<file path="src/rtl/dct_pkg.sv">
// dct_pkg: shared constants, FSM encoding and FIFO entry layout for the coefficient fetcher.
package dct_pkg;
    localparam int ROM_LAT_DEF    = 2;
    localparam int FIFO_DEPTH_DEF = 4;
    localparam int ROW_W          = 64;
    localparam int TAG_W          = 3;
    typedef enum logic [1:0] {IDLE = 2'd0, FETCH = 2'd1, DRAIN = 2'd2} state_e;
    typedef struct packed {
        logic [ROW_W-1:0] row1;
        logic [ROW_W-1:0] row2;
        logic [TAG_W-1:0] i;
        logic [TAG_W-1:0] j;
    } entry_t;
endpackage

</file>
<file path="src/rtl/coef_fifo.sv">
// coef_fifo: synchronous FIFO with registered head (no fall-through).
// Ports: clk, rst_n (async, active-low); wr_i/wdata_i push; rd_i pop;
//        rdata_o current head; full_o, empty_o, count_o occupancy.
module coef_fifo #(
    parameter int W     = 8,
    parameter int DEPTH = 4
) (
    input  logic                       clk,
    input  logic                       rst_n,
    input  logic                       wr_i,
    input  logic [W-1:0]               wdata_i,
    input  logic                       rd_i,
    output logic [W-1:0]               rdata_o,
    output logic                       full_o,
    output logic                       empty_o,
    output logic [$clog2(DEPTH+1)-1:0] count_o
);
    localparam int AW = DEPTH > 1 ? $clog2(DEPTH) : 1;
    localparam int CW = $clog2(DEPTH + 1);
    logic [W-1:0]  mem_q [DEPTH];
    logic [AW-1:0] wp_q, rp_q;
    logic [CW-1:0] cnt_q;
    logic          wr, rd;
    function automatic logic [AW-1:0] inc(input logic [AW-1:0] p);
        return p == AW'(DEPTH - 1) ? '0 : p + AW'(1);
    endfunction
    assign full_o  = cnt_q == CW'(DEPTH);
    assign empty_o = cnt_q == '0;
    assign count_o = cnt_q;
    assign rd      = rd_i && !empty_o;
    // A push into a full FIFO is legal when the head leaves in the same cycle.
    assign wr      = wr_i && (!full_o || rd);
    assign rdata_o = mem_q[rp_q];
    always_ff @(posedge clk or negedge rst_n) begin
        if (!rst_n) begin
            for (int k = 0; k < DEPTH; k++) mem_q[k] <= '0;
            wp_q  <= '0;
            rp_q  <= '0;
            cnt_q <= '0;
        end else begin
            if (wr) begin
                mem_q[wp_q] <= wdata_i;
                wp_q        <= inc(wp_q);
            end
            if (rd) rp_q <= inc(rp_q);
            cnt_q <= cnt_q + CW'(wr) - CW'(rd);
        end
    end
endmodule

</file>
<file path="src/rtl/coef_fetch.sv">
// coef_fetch: streams all 64 (row i, row j) coefficient-ROM pairs of a block into a credit-limited FIFO.
// Ports: clk, rst_n (async, active-low); start/busy/done block handshake;
//        addr1/addr2 ROM row addresses, rom_dout1/rom_dout2 ROM data (ROM_LAT cycles later);
//        out_row1/out_row2/out_i/out_j/out_valid/out_ready buffered output stream.
module coef_fetch
    import dct_pkg::*;
#(
    parameter int ROM_LAT    = ROM_LAT_DEF,
    parameter int FIFO_DEPTH = FIFO_DEPTH_DEF
) (
    input  logic             clk,
    input  logic             rst_n,
    input  logic             start,
    output logic             busy,
    output logic             done,
    output logic [2:0]       addr1,
    output logic [2:0]       addr2,
    input  logic [ROW_W-1:0] rom_dout1,
    input  logic [ROW_W-1:0] rom_dout2,
    output logic [ROW_W-1:0] out_row1,
    output logic [ROW_W-1:0] out_row2,
    output logic [2:0]       out_i,
    output logic [2:0]       out_j,
    output logic             out_valid,
    input  logic             out_ready
);
    localparam int CW = $clog2(FIFO_DEPTH + 1);
    state_e                  state_q;
    logic [5:0]              cnt_q;
    logic [5:0]              addr_q;
    logic [ROM_LAT-1:0]      vld_q;
    logic [ROM_LAT-1:0][5:0] tag_q;
    logic [CW-1:0]           inflight, fcnt;
    logic                    issue, pop, drained, fempty, ffull;
    entry_t                  wdata, head;
    always_comb begin
        inflight = '0;
        for (int k = 0; k < ROM_LAT; k++) inflight = inflight + CW'(vld_q[k]);
    end
    // Credit counts only reads already in flight or buffered; a pop this cycle frees space next cycle.
    assign issue   = state_q == FETCH && ({1'b0, inflight} + {1'b0, fcnt} < (CW + 1)'(FIFO_DEPTH));
    assign {addr1, addr2} = issue ? cnt_q : addr_q;
    assign pop     = out_valid && out_ready;
    assign drained = state_q == DRAIN && inflight == '0 && fempty;
    assign done    = drained;
    assign busy    = state_q != IDLE;
    assign out_valid = !fempty;
    assign wdata   = '{row1: rom_dout1, row2: rom_dout2,
                       i: tag_q[ROM_LAT-1][5:3], j: tag_q[ROM_LAT-1][2:0]};
    assign {out_row1, out_row2, out_i, out_j} = head;
    always_ff @(posedge clk or negedge rst_n) begin
        if (!rst_n) begin
            state_q <= IDLE;
            cnt_q   <= '0;
            addr_q  <= '0;
            vld_q   <= '0;
            tag_q   <= '0;
        end else begin
            state_q <= state_q == IDLE  ? (start ? FETCH : IDLE) :
                       state_q == FETCH ? (issue && cnt_q == 6'd63 ? DRAIN : FETCH) :
                                          (drained ? IDLE : DRAIN);
            if (issue) begin
                cnt_q  <= cnt_q + 6'd1;
                addr_q <= cnt_q;
            end
            vld_q[0] <= issue;
            tag_q[0] <= cnt_q;
            for (int k = 1; k < ROM_LAT; k++) begin
                vld_q[k] <= vld_q[k-1];
                tag_q[k] <= tag_q[k-1];
            end
        end
    end
    coef_fifo #(.W($bits(entry_t)), .DEPTH(FIFO_DEPTH)) u_fifo (
        .clk     (clk),
        .rst_n   (rst_n),
        .wr_i    (vld_q[ROM_LAT-1] && (!ffull || pop)),
        .wdata_i (wdata),
        .rd_i    (pop),
        .rdata_o (head),
        .full_o  (ffull),
        .empty_o (fempty),
        .count_o (fcnt)
    );
endmodule

</file>
<file path="config.mk">
export PLATFORM = sky130hd
export DESIGN_NAME = coef_fetch
export DESIGN_NICKNAME = d
export VERILOG_FILES = /design/src/rtl/dct_pkg.sv /design/src/rtl/coef_fifo.sv /design/src/rtl/coef_fetch.sv
export SDC_FILE = /design/constraint.sdc
export NUM_CORES = 1
export LEC_CHECK = 0
export CORE_MARGIN = 5
export CORE_UTILIZATION = 30
export CTS_CLUSTER_DIAMETER = 60
export DETAILED_ROUTE_END_ITERATION = 10
export PLACE_DENSITY_LB_ADDON = 0.05
export SLEW_MARGIN = 20
export SYNTH_ARGS = -nofsm -noshare
export SYNTH_HDL_FRONTEND = slang
export SYNTH_SLANG_ARGS = --single-unit
</file>
<file path="constraint.sdc">
create_clock -name clk -period 2.36 [get_ports clk]
set_clock_uncertainty 0.1 [all_clocks]
set_input_delay 0.354 -clock clk [delete_from_list [all_inputs] [get_ports clk]]
set_output_delay 0.354 -clock clk [all_outputs]
set_load 0.005 [all_outputs]
</file>
Word level (Yosys, flattened, before mapping)
Index checks and enable logic that the tools add are counted.
W data, S select, Z words.
{"block": "totals", "reg_bits": 571, "input_bits": 132, "output_inout_bits": 143}
{"block": "classes", "n_eq_ne": 6, "muxes": 14, "bitwise_logic": 2, "addsub": 7, "n_reduce_logical": 17, "n_lt_le_gt_ge": 4}
{"operator": "$bwmux W536", "count": 1}
{"operator": "$mux W134", "count": 3}
{"operator": "$bmux W134 S2", "count": 1}
{"operator": "$demux W134 S2", "count": 1}
{"operator": "$mux W2", "count": 6}
{"operator": "$logic_and A1 B1 Y1", "count": 9}
{"operator": "$add A6 B1 Y6 const B", "count": 1}
{"operator": "$eq A2 B2 Y1 const B", "count": 3}
{"operator": "$eq A6 B6 Y1 const B", "count": 1}
{"operator": "$ge A3 B3 Y1 const B", "count": 2}
{"operator": "$logic_not A3 Y1", "count": 2}
{"operator": "$mux W6", "count": 1}
{"operator": "$not A2 Y3", "count": 2}
{"operator": "$add A2 B1 Y2 const B", "count": 2}
{"operator": "$add A2 B3 Y4", "count": 1}
{"operator": "$lt A4 B3 Y1 const B", "count": 1}
{"operator": "$add A3 B1 Y3", "count": 1}
{"operator": "$eq A3 B3 Y1 const B", "count": 1}
{"operator": "$lt A3 B1 Y1 const B", "count": 1}
{"operator": "$sub A3 B1 Y3", "count": 1}
{"operator": "$add A1 B1 Y2", "count": 1}
{"operator": "$eq A2 B1 Y1 const B", "count": 1}
{"operator": "$logic_not A1 Y1", "count": 2}
{"operator": "$logic_not A2 Y1", "count": 1}
{"operator": "3 further kinds", "count": 4}

Depth between registers and ports, before layout
Gate-level depths: netlist (run 1).
{"block": "depth", "ltp_word": 8, "ltp_mapped": 9, "depth_no_buf": 9}

By module
A second synthesis (run 1) with hierarchy kept.
{"block": "unflattened", "cells_unflattened": 1403, "hier_area_um2": 24544.8}
{"mod": "coef_fifo", "seq_area_each_um2": 13588.0, "cells_each": 1333, "area_each_um2": 23512.6, "n_inst": 1}
{"mod": "coef_fetch", "seq_area_each_um2": 700.7, "cells_each": 70, "area_each_um2": 1032.2, "n_inst": 1}

Worst setup path before layout (run 1)
Ideal clock, no wire load.
{"block": "synth_timing", "path_type": "reg2out", "startpoint": "register vld_q[1]", "endpoint": "output addr2[1]", "arrival_time_ps": 2114, "setup_slack_ps": -208, "path_stages_with_launch": 7, "required_time_ps": 1906, "path_cell_list": "dfrtp_1 ha_1 ha_1 nor4b_1 nand2_1 inv_1 mux2_2"}
{"block": "synth_via", "elab_chain_len": 5}
{"element": "from (decl)", "line": "coef_fetch.sv:31", "rtl": "logic [ROM_LAT-1:0] vld_q;"}
{"element": "from (signal, indexed assignment)", "line": "coef_fetch.sv:69", "rtl": "vld_q[k] <= vld_q[k-1];"}
{"element": "$add A1 B1 Y2", "line": "coef_fetch.sv:38", "rtl": "for (int k = 0; k < ROM_LAT; k++) inflight = inflight + CW'(vld_q[k]);"}
{"element": "$add A2 B3 Y4", "line": "coef_fetch.sv:41", "rtl": "assign issue = state_q == FETCH && ({1'b0, inflight} + {1'b0, fcnt} < (CW + 1)'(FIFO_DEPTH));"}
{"element": "$lt A4 B3 Y1", "line": "coef_fetch.sv:41"}
{"element": "$logic_and A1 B1 Y1", "line": "coef_fetch.sv:41"}
{"element": "via issue", "line": "coef_fetch.sv:34", "rtl": "logic issue, pop, drained, fempty, ffull;"}
{"element": "$mux W6"}
{"element": "to (decl)", "line": "coef_fetch.sv:17", "rtl": "output logic [2:0] addr2,"}
The timed path passes the listed nets, and every way through them passes these cells.

Worst setup path in the final report (run 1)
{"block": "layout_timing", "startpoint": "register vld_q[1]", "endpoint": "output addr2[2]"}
{"block": "layout_via", "elab_chain_len": 5}
{"element": "$add A1 B1 Y2", "line": "coef_fetch.sv:38"}
{"element": "$add A2 B3 Y4", "line": "coef_fetch.sv:41"}
{"element": "$lt A4 B3 Y1", "line": "coef_fetch.sv:41"}
{"element": "$logic_and A1 B1 Y1", "line": "coef_fetch.sv:41"}
{"element": "$mux W6"}
No other way between the ends.

==> results of run 1 <==
[worst min-delay path by stage]
stage                from                 to  slack (ns)  cells after the start
finish              rst_n  u_fifo.mem_q[387]        0.17                      2
global route        rst_n  u_fifo.mem_q[520]        0.15                      2
CTS                 rst_n  u_fifo.mem_q[252]        0.13                      2
detailed placement  rst_n  u_fifo.mem_q[387]        0.21                      1
global placement    rst_n  u_fifo.mem_q[387]        0.20                      1
floorplan           rst_n          addr_q[0]       -0.04                      0
[cell usage in the layout (no fill, tap or decap), drive strengths merged]
| cell type | netlist | layout |
|---|---|---|
| dfrtp | 571 | 571 |
| mux2 | 547 | 547 |
| buf | 75 | 329 |
| mux4 | 134 | 134 |
| clkdlybuf4s50 | 0 | 130 |
| clkbuf | 15 | 113 |
| inv | 12 | 15 |
| clkinv | 0 | 12 |
| ha | 11 | 11 |
| diode | 0 | 7 |
| xnor2 | 7 | 7 |
| and3 | 6 | 6 |
| nand3 | 4 | 4 |
| nand2 | 4 | 4 |
| clkinvlp | 0 | 3 |
| o21ai | 2 | 2 |
| nor2 | 2 | 2 |
| or3 | 1 | 1 |
| or4b | 1 | 1 |
| or2 | 1 | 1 |
| nor4b | 1 | 1 |
| o221a | 1 | 1 |
| nand2b | 1 | 1 |
| nor3 | 1 | 1 |
| and2 | 1 | 1 |
| nand4 | 1 | 1 |
| fa | 1 | 1 |
| bufinv | 0 | 1 |
| dlygate4sd3 | 0 | 1 |
| dlygate4sd2 | 0 | 1 |
[worst max-delay path, delay by kind of cell, from the launching register on]
kind | cells | cell delay (ns)
multiplexers | 1 | 0.30
flip-flops | 1 | 0.38
buffers and inverters | 3 | 0.37
adder cells (fa/ha/maj) | 2 | 0.36
AND/OR/NAND/NOR | 2 | 0.34
[where the power goes]
part           internal [W]  leakage [nW]  switching [W]
Sequential           0.0149          6.80        0.00260
Combinational        0.0170          6.53        0.00932
Clock               0.00662          1.17        0.00431
Total                0.0386          14.5         0.0162
[metrics by stage]
stage                     utilization  power, W  cell area (um2)  hold slack, ns
final                           0.403    0.0548            33800           0.170
after global routing            0.403    0.0581            33800           0.148
after CTS                       0.397    0.0546            33300           0.129
after detailed placement        0.361    0.0425            30300           0.208
after global placement          0.361    0.0422            30300           0.204
after floorplan                     -    0.0315            25400         -0.0416
[flip-flops by register name (all words and copies together), names as in the netlist]
| signal | flops |
|---|---|
| u_fifo.mem_q | 536 |
| tag_q | 12 |
| addr_q | 6 |
| cnt_q | 6 |
| u_fifo.count_o | 3 |
| state_q | 2 |
| u_fifo.rp_q | 2 |
| u_fifo.wp_q | 2 |
| vld_q | 2 |
[area by class of cell]
type,count,share of cell area
Timing Repair Buffer,462,0.150
Multi-Input combinational cell,727,0.313
Tap cell,1134,0.0420
Antenna cell,7,0.000518
Inverter,12,0.00141
Sequential cell,571,0.423
Clock buffer,112,0.0659
Clock inverter,19,0.00444
[layer usage]
| metal | track usage | vias up | wire length (um) |
|---|---|---|---|
| met4 | 0.0364 | 6 | 1360 |
| met1 | 0.198 | 7498 | 29900 |
| li1 | - | 6124 | - |
| met2 | 0.248 | 233 | 33100 |
| met5 | 0 | - | 42 |
| met3 | 0.0399 | 92 | 3370 |
[cells by family after synthesis]
family | after synthesis | share of synthesized area
compound gates | 3 | 0.000837
xor+xnor | 7 | 0.00241
mux | 681 | 0.396
simple gates | 24 | 0.00546
buf+inv | 102 | 0.0265
flops | 571 | 0.562
fa+ha+maj | 12 | 0.00620
[synth_stat cells, drive strengths merged, types with 2 or more instances]
cell type	n	share of area
clkbuf	15	0.0022
xnor2	7	0.0024
o21ai	2	0.00039
ha	11	0.0054
nand3	4	0.00079
dfrtp	571	0.56
nor2	2	0.00030
mux4	134	0.12
and3	6	0.0015
nand2	4	0.00059
mux2	547	0.28
buf	75	0.023
inv	12	0.0018
[what timing repair did]
| item | CTS | global route |
|---|---|---|
| setup buffers | 68 | 31 |
| pin swaps | 10 | 6 |
| gates resized for setup | 699 | 111 |
| hold buffers | 1 | 0 |
| gates cloned | 9 | 0 |
| setup endpoints to repair | 144 | 284 |
| hold endpoints to repair | 377 | 0 |
==> flow_summary.toml, run 1 <==
[worst_setup_path]
cp.required_ns = 1.91
ff2ff_path_depth = 11
crit_end = "addr2[2]"
ff2ff_setup_slack_ns = -0.06
cp_slowest_stage_delay_ns = 0.38
cpMostUsedCell = "buf_6"
start_kind = "register"
crit_slowest_cell = "dfrtp_1"
endpoint_kind = "output port"
r2r-end = "u_fifo.count_o[2]"
arrival_ns = 2.36
crit_start = "vld_q[1]"
crit_chain = "ha_2 -> ha_4 -> nor4b_4 -> nand2_2 -> buf_6 -> buf_6 -> mux2_4 -> buf_6"
critPathKind = "reg2out"
reg2reg_from = "u_fifo.count_o[1]"
cp_max_fo = 4

[cells_and_area]
nNetsFinal = 1991
fill_cells = 7777
multiInputGateArea_um2 = 10600
drive_above_1_share = 0.604
ff_latch_area_um2 = 14300
fin_cells = 3044
syn_to_final_growth_pct = 33.0

[die]
io_pins = 275
fp-row-count = 106
die_area_um2 = 90700
core-area_um2 = 83800
fp.dieH_um = 301
start_util = 0.303
die_x_um = 301

[global_routing]
antenna_found_initial = 10
grt_pass1_vias = 16000
gr-total-overflow = 0
grt_pass1_wl_mm = 104
track_usage = 0.150
grt_max_degree = 74

[synthesis]
synth_async_sr_flop_share = 1.00
synth_warnings = 0
synth_nets = 1544
synth.yosys.seq_area_share = 0.562
synth_ff_type = "dfrtp_1"
synthDistinctLibCells = 26
synth_edf_count = 0
avgSynthCellArea_um2 = 18.2
ys_seq_elements = 571
synthesis.instances = 1400
syn_area_um2 = 25400

[detailed_routing]
routed_wirelength_mm = 67.7
drc = 0
wire_per_inst_um = 22.2
drt-vias-per-instance = 4.58
drt_iter0_drc = 464
drtAntennaViolNets = 0
vias = 14000
drtPass1Iterations = 4

[clock_tree]
clockBufferDepth = 3
cts_inserted_buffers = 73
path_clk_slew_ns = 0.06
cts_tree = "done"
worstSkewPairLatency_ns = 0.60
cts_root_buf = "clkbuf_16"
htreeDepth = 3
cts.sinks = 571

[outcome]
violations = "setup timing"
status = "complete, but fails checks"

[job]
drv_cap = 0

[timing]
finalCritPeriodShare = 1.19
finalHoldViolations = 0
fin_crit_ns = 2.81
max_freq_ghz = 0.355
slew_violations = 0
finalSetupViolCount = 142
tightest_slew_ns = 0.427
slew-limit-headroom = 0.716
setup-tns-final_ns = -37.21
finalWorstSetupSlack_ns = -0.453
rsz0062_at_grt = "yes"

[power]
peakVddDrop_v = 0.000726
powerDensity_nw_per_um2 = 1620
leakage_nw = 14.5

[worst_hold_path]
hold_class = "in2async"

[placed_design]
io_buffers = 274
place_congestion = 0.703
dpl.hpwl_mm = 42.2
place_ws_ns = -0.250
dp.cells = 2813
No activity file was read; power rests on OpenSTA's default activity.
==> inputs of run 2 (changes only) <==
Clock period 2.36 ns to 3.44 ns, I/O delays scaled along.
==> run 2 against run 1 <==
Compared with the run above:
- the run now ends clean
- sequential power shrank 31%
- clock power shrank 29%
- core utilization shrank 1.8 points
==> flow_summary.toml, run 2 (same netlist as run 1, synthesis figures left out) <==
[worst_hold_path]
hold_class = "reg2reg"

[detailed_routing]
wire_per_inst_um = 22.2
routed_wirelength_mm = 64.9
drt_iter0_drc = 502
drt-vias-per-instance = 4.67
vias = 13600
drtAntennaViolNets = 0
drtPass1Iterations = 4
drc = 0

[placed_design]
place_ws_ns = 0.453
dpl.hpwl_mm = 40.5
dp.cells = 2773
io_buffers = 274
place_congestion = 0.705

[cells_and_area]
reg.largest.list = "u_fifo.mem_q x536, tag_q x12"
top_register = "u_fifo.mem_q"
syn_to_final_growth_pct = 27.1
drive_above_1_share = 0.489
fin_cells = 2919
utilization = 0.385
final_cell_mix = "dfrtp_1 (568), mux2_2 (307), clkdlybuf4s50_1 (268)"
nNetsFinal = 1867
ff_latch_area_um2 = 14300
fill_cells = 7868
largest_reg_flops = 536
final_common_cell = "dfrtp_1"
multiInputGateArea_um2 = 10500

[timing]
tightest_slew_ns = 0.735
finalCritPeriodShare = 0.955
rsz0062_at_grt = "no"
slew_violations = 0
fin_crit_ns = 3.29
slew-limit-headroom = 0.510
max_freq_ghz = 0.304
finalHoldViolations = 0
finalWorstSetupSlack_ns = 0.153
finalSetupViolCount = 0
setup-tns-final_ns = 0

[global_routing]
grt_util_met2 = 0.237
grt_max_degree = 65
grt_pass1_wl_mm = 101
grt_pass1_vias = 15500
track_usage = 0.143
use_met3 = 0.0343
gr-total-overflow = 0
use_met1 = 0.190
top_usage_layer = "met2"
antenna_found_initial = 5

[clock_tree]
worstSkewPairLatency_ns = 0.60
path_clk_slew_ns = 0.06
cts_root_buf = "clkbuf_16"
clockBufferDepth = 3
htreeDepth = 3
cts_tree = "done"
cts.sinks = 571
cts_inserted_buffers = 76

[power]
peakVddDrop_v = 0.000408
powerDensity_nw_per_um2 = 1110
leakage_nw = 13.5

[die]
fp-row-count = 106
die_x_um = 301
core-area_um2 = 83800
die_area_um2 = 90700
fp.dieH_um = 301
io_pins = 275
start_util = 0.303

[outcome]
status = "complete, no violations"

[worst_setup_path]
critPathKind = "reg2out"
endpoint_kind = "output port"
arrival_ns = 2.67
start_kind = "register"
cp.required_ns = 2.82
cp_max_fo = 5

[job]
drv_cap = 0
==> run 2: changes by cell type in the layout (fill, tap and decap cells not counted), moves of 4 or more <==
cell / before / now
clkbuf_8: 17 / 12
clkdlybuf4s50_1: 130 / 268
buf_8: 10 / 1
buf_4: 57 / 31
buf_2: 60 / 0
buf_6: 141 / 2
buf_12: 53 / 27
buf_16: 8 / 0
ha_1: 7 / 11
==> run 2: metal layers <==
metal,routed length [um],vias to the layer above
li1,-,5873
met4,1470,4
met1,28600,7402
met5,30,-
met3,3270,95
met2,31500,256
==> run 2: area by class of cell <==
type | instances | area share
Multi-Input combinational cell | 727 | 0.325
Inverter | 12 | 0.00139
Clock inverter | 27 | 0.00914
Timing Repair Buffer | 335 | 0.110
Tap cell | 1134 | 0.0439
Antenna cell | 4 | 0.000310
Sequential cell | 571 | 0.443
Clock buffer | 109 | 0.0678
==> run 2: critical path: stages (launching register included) <==
cell and delay, ns:
dfrtp_1 0.38, ha_1 0.21, ha_1 0.19, nor4b_2 0.20, buf_4 0.15, nand2_1 0.07
buf_6 0.14, mux2_2 0.28, clkdlybuf4s50_1 0.45
==> run 2: stage by stage <==
step | hold slack, ns | instance area [um2] | power (W)
after floorplan | 0.120 | 25400 | 0.0216
after global placement | 0.233 | 29700 | 0.0284
after detailed placement | 0.235 | 29700 | 0.0285
after CTS | 0.247 | 32300 | 0.0367
after global routing | 0.252 | 32300 | 0.0381
final | 0.246 | 32300 | 0.0359
==> run 2: power breakdown <==
group / total [W] / leakage [nW] / internal [W] / switching, W
Combinational: 0.0160 / 5.44 / 0.0105 / 0.00558
Sequential: 0.0121 / 6.80 / 0.0102 / 0.00186
Clock: 0.00778 / 1.22 / 0.00474 / 0.00304
Total: 0.0359 / 13.5 / 0.0254 / 0.0105
==> run 2: timing repair <==
| action | in CTS | in global routing |
|---|---|---|
| pin swaps | 0 | 1 |
| gates cloned | 0 | 0 |
| hold endpoints to repair | 42 | 0 |
| endpoints found under the setup margin | 6 | 6 |
| hold buffers | 1 | 0 |
| resized for setup | 7 | 3 |
| buffers inserted | 3 | 2 |
==> run 2: final timing paths <==
check	from	end	slack (ns)	depth (start not counted)
max in group asynchronous	rst_n	u_fifo.mem_q[301]	1.87	4
worst max register to register	u_fifo.count_o[1]	u_fifo.count_o[2]	0.91	9
worst min-delay path	tag_q[1]	tag_q[7]	0.25	0
worst max-delay path	vld_q[0]	addr2[2]	0.15	8
min in group asynchronous	rst_n	u_fifo.mem_q[500]	0.39	2
worst min register to register	tag_q[1]	tag_q[7]	0.25	0
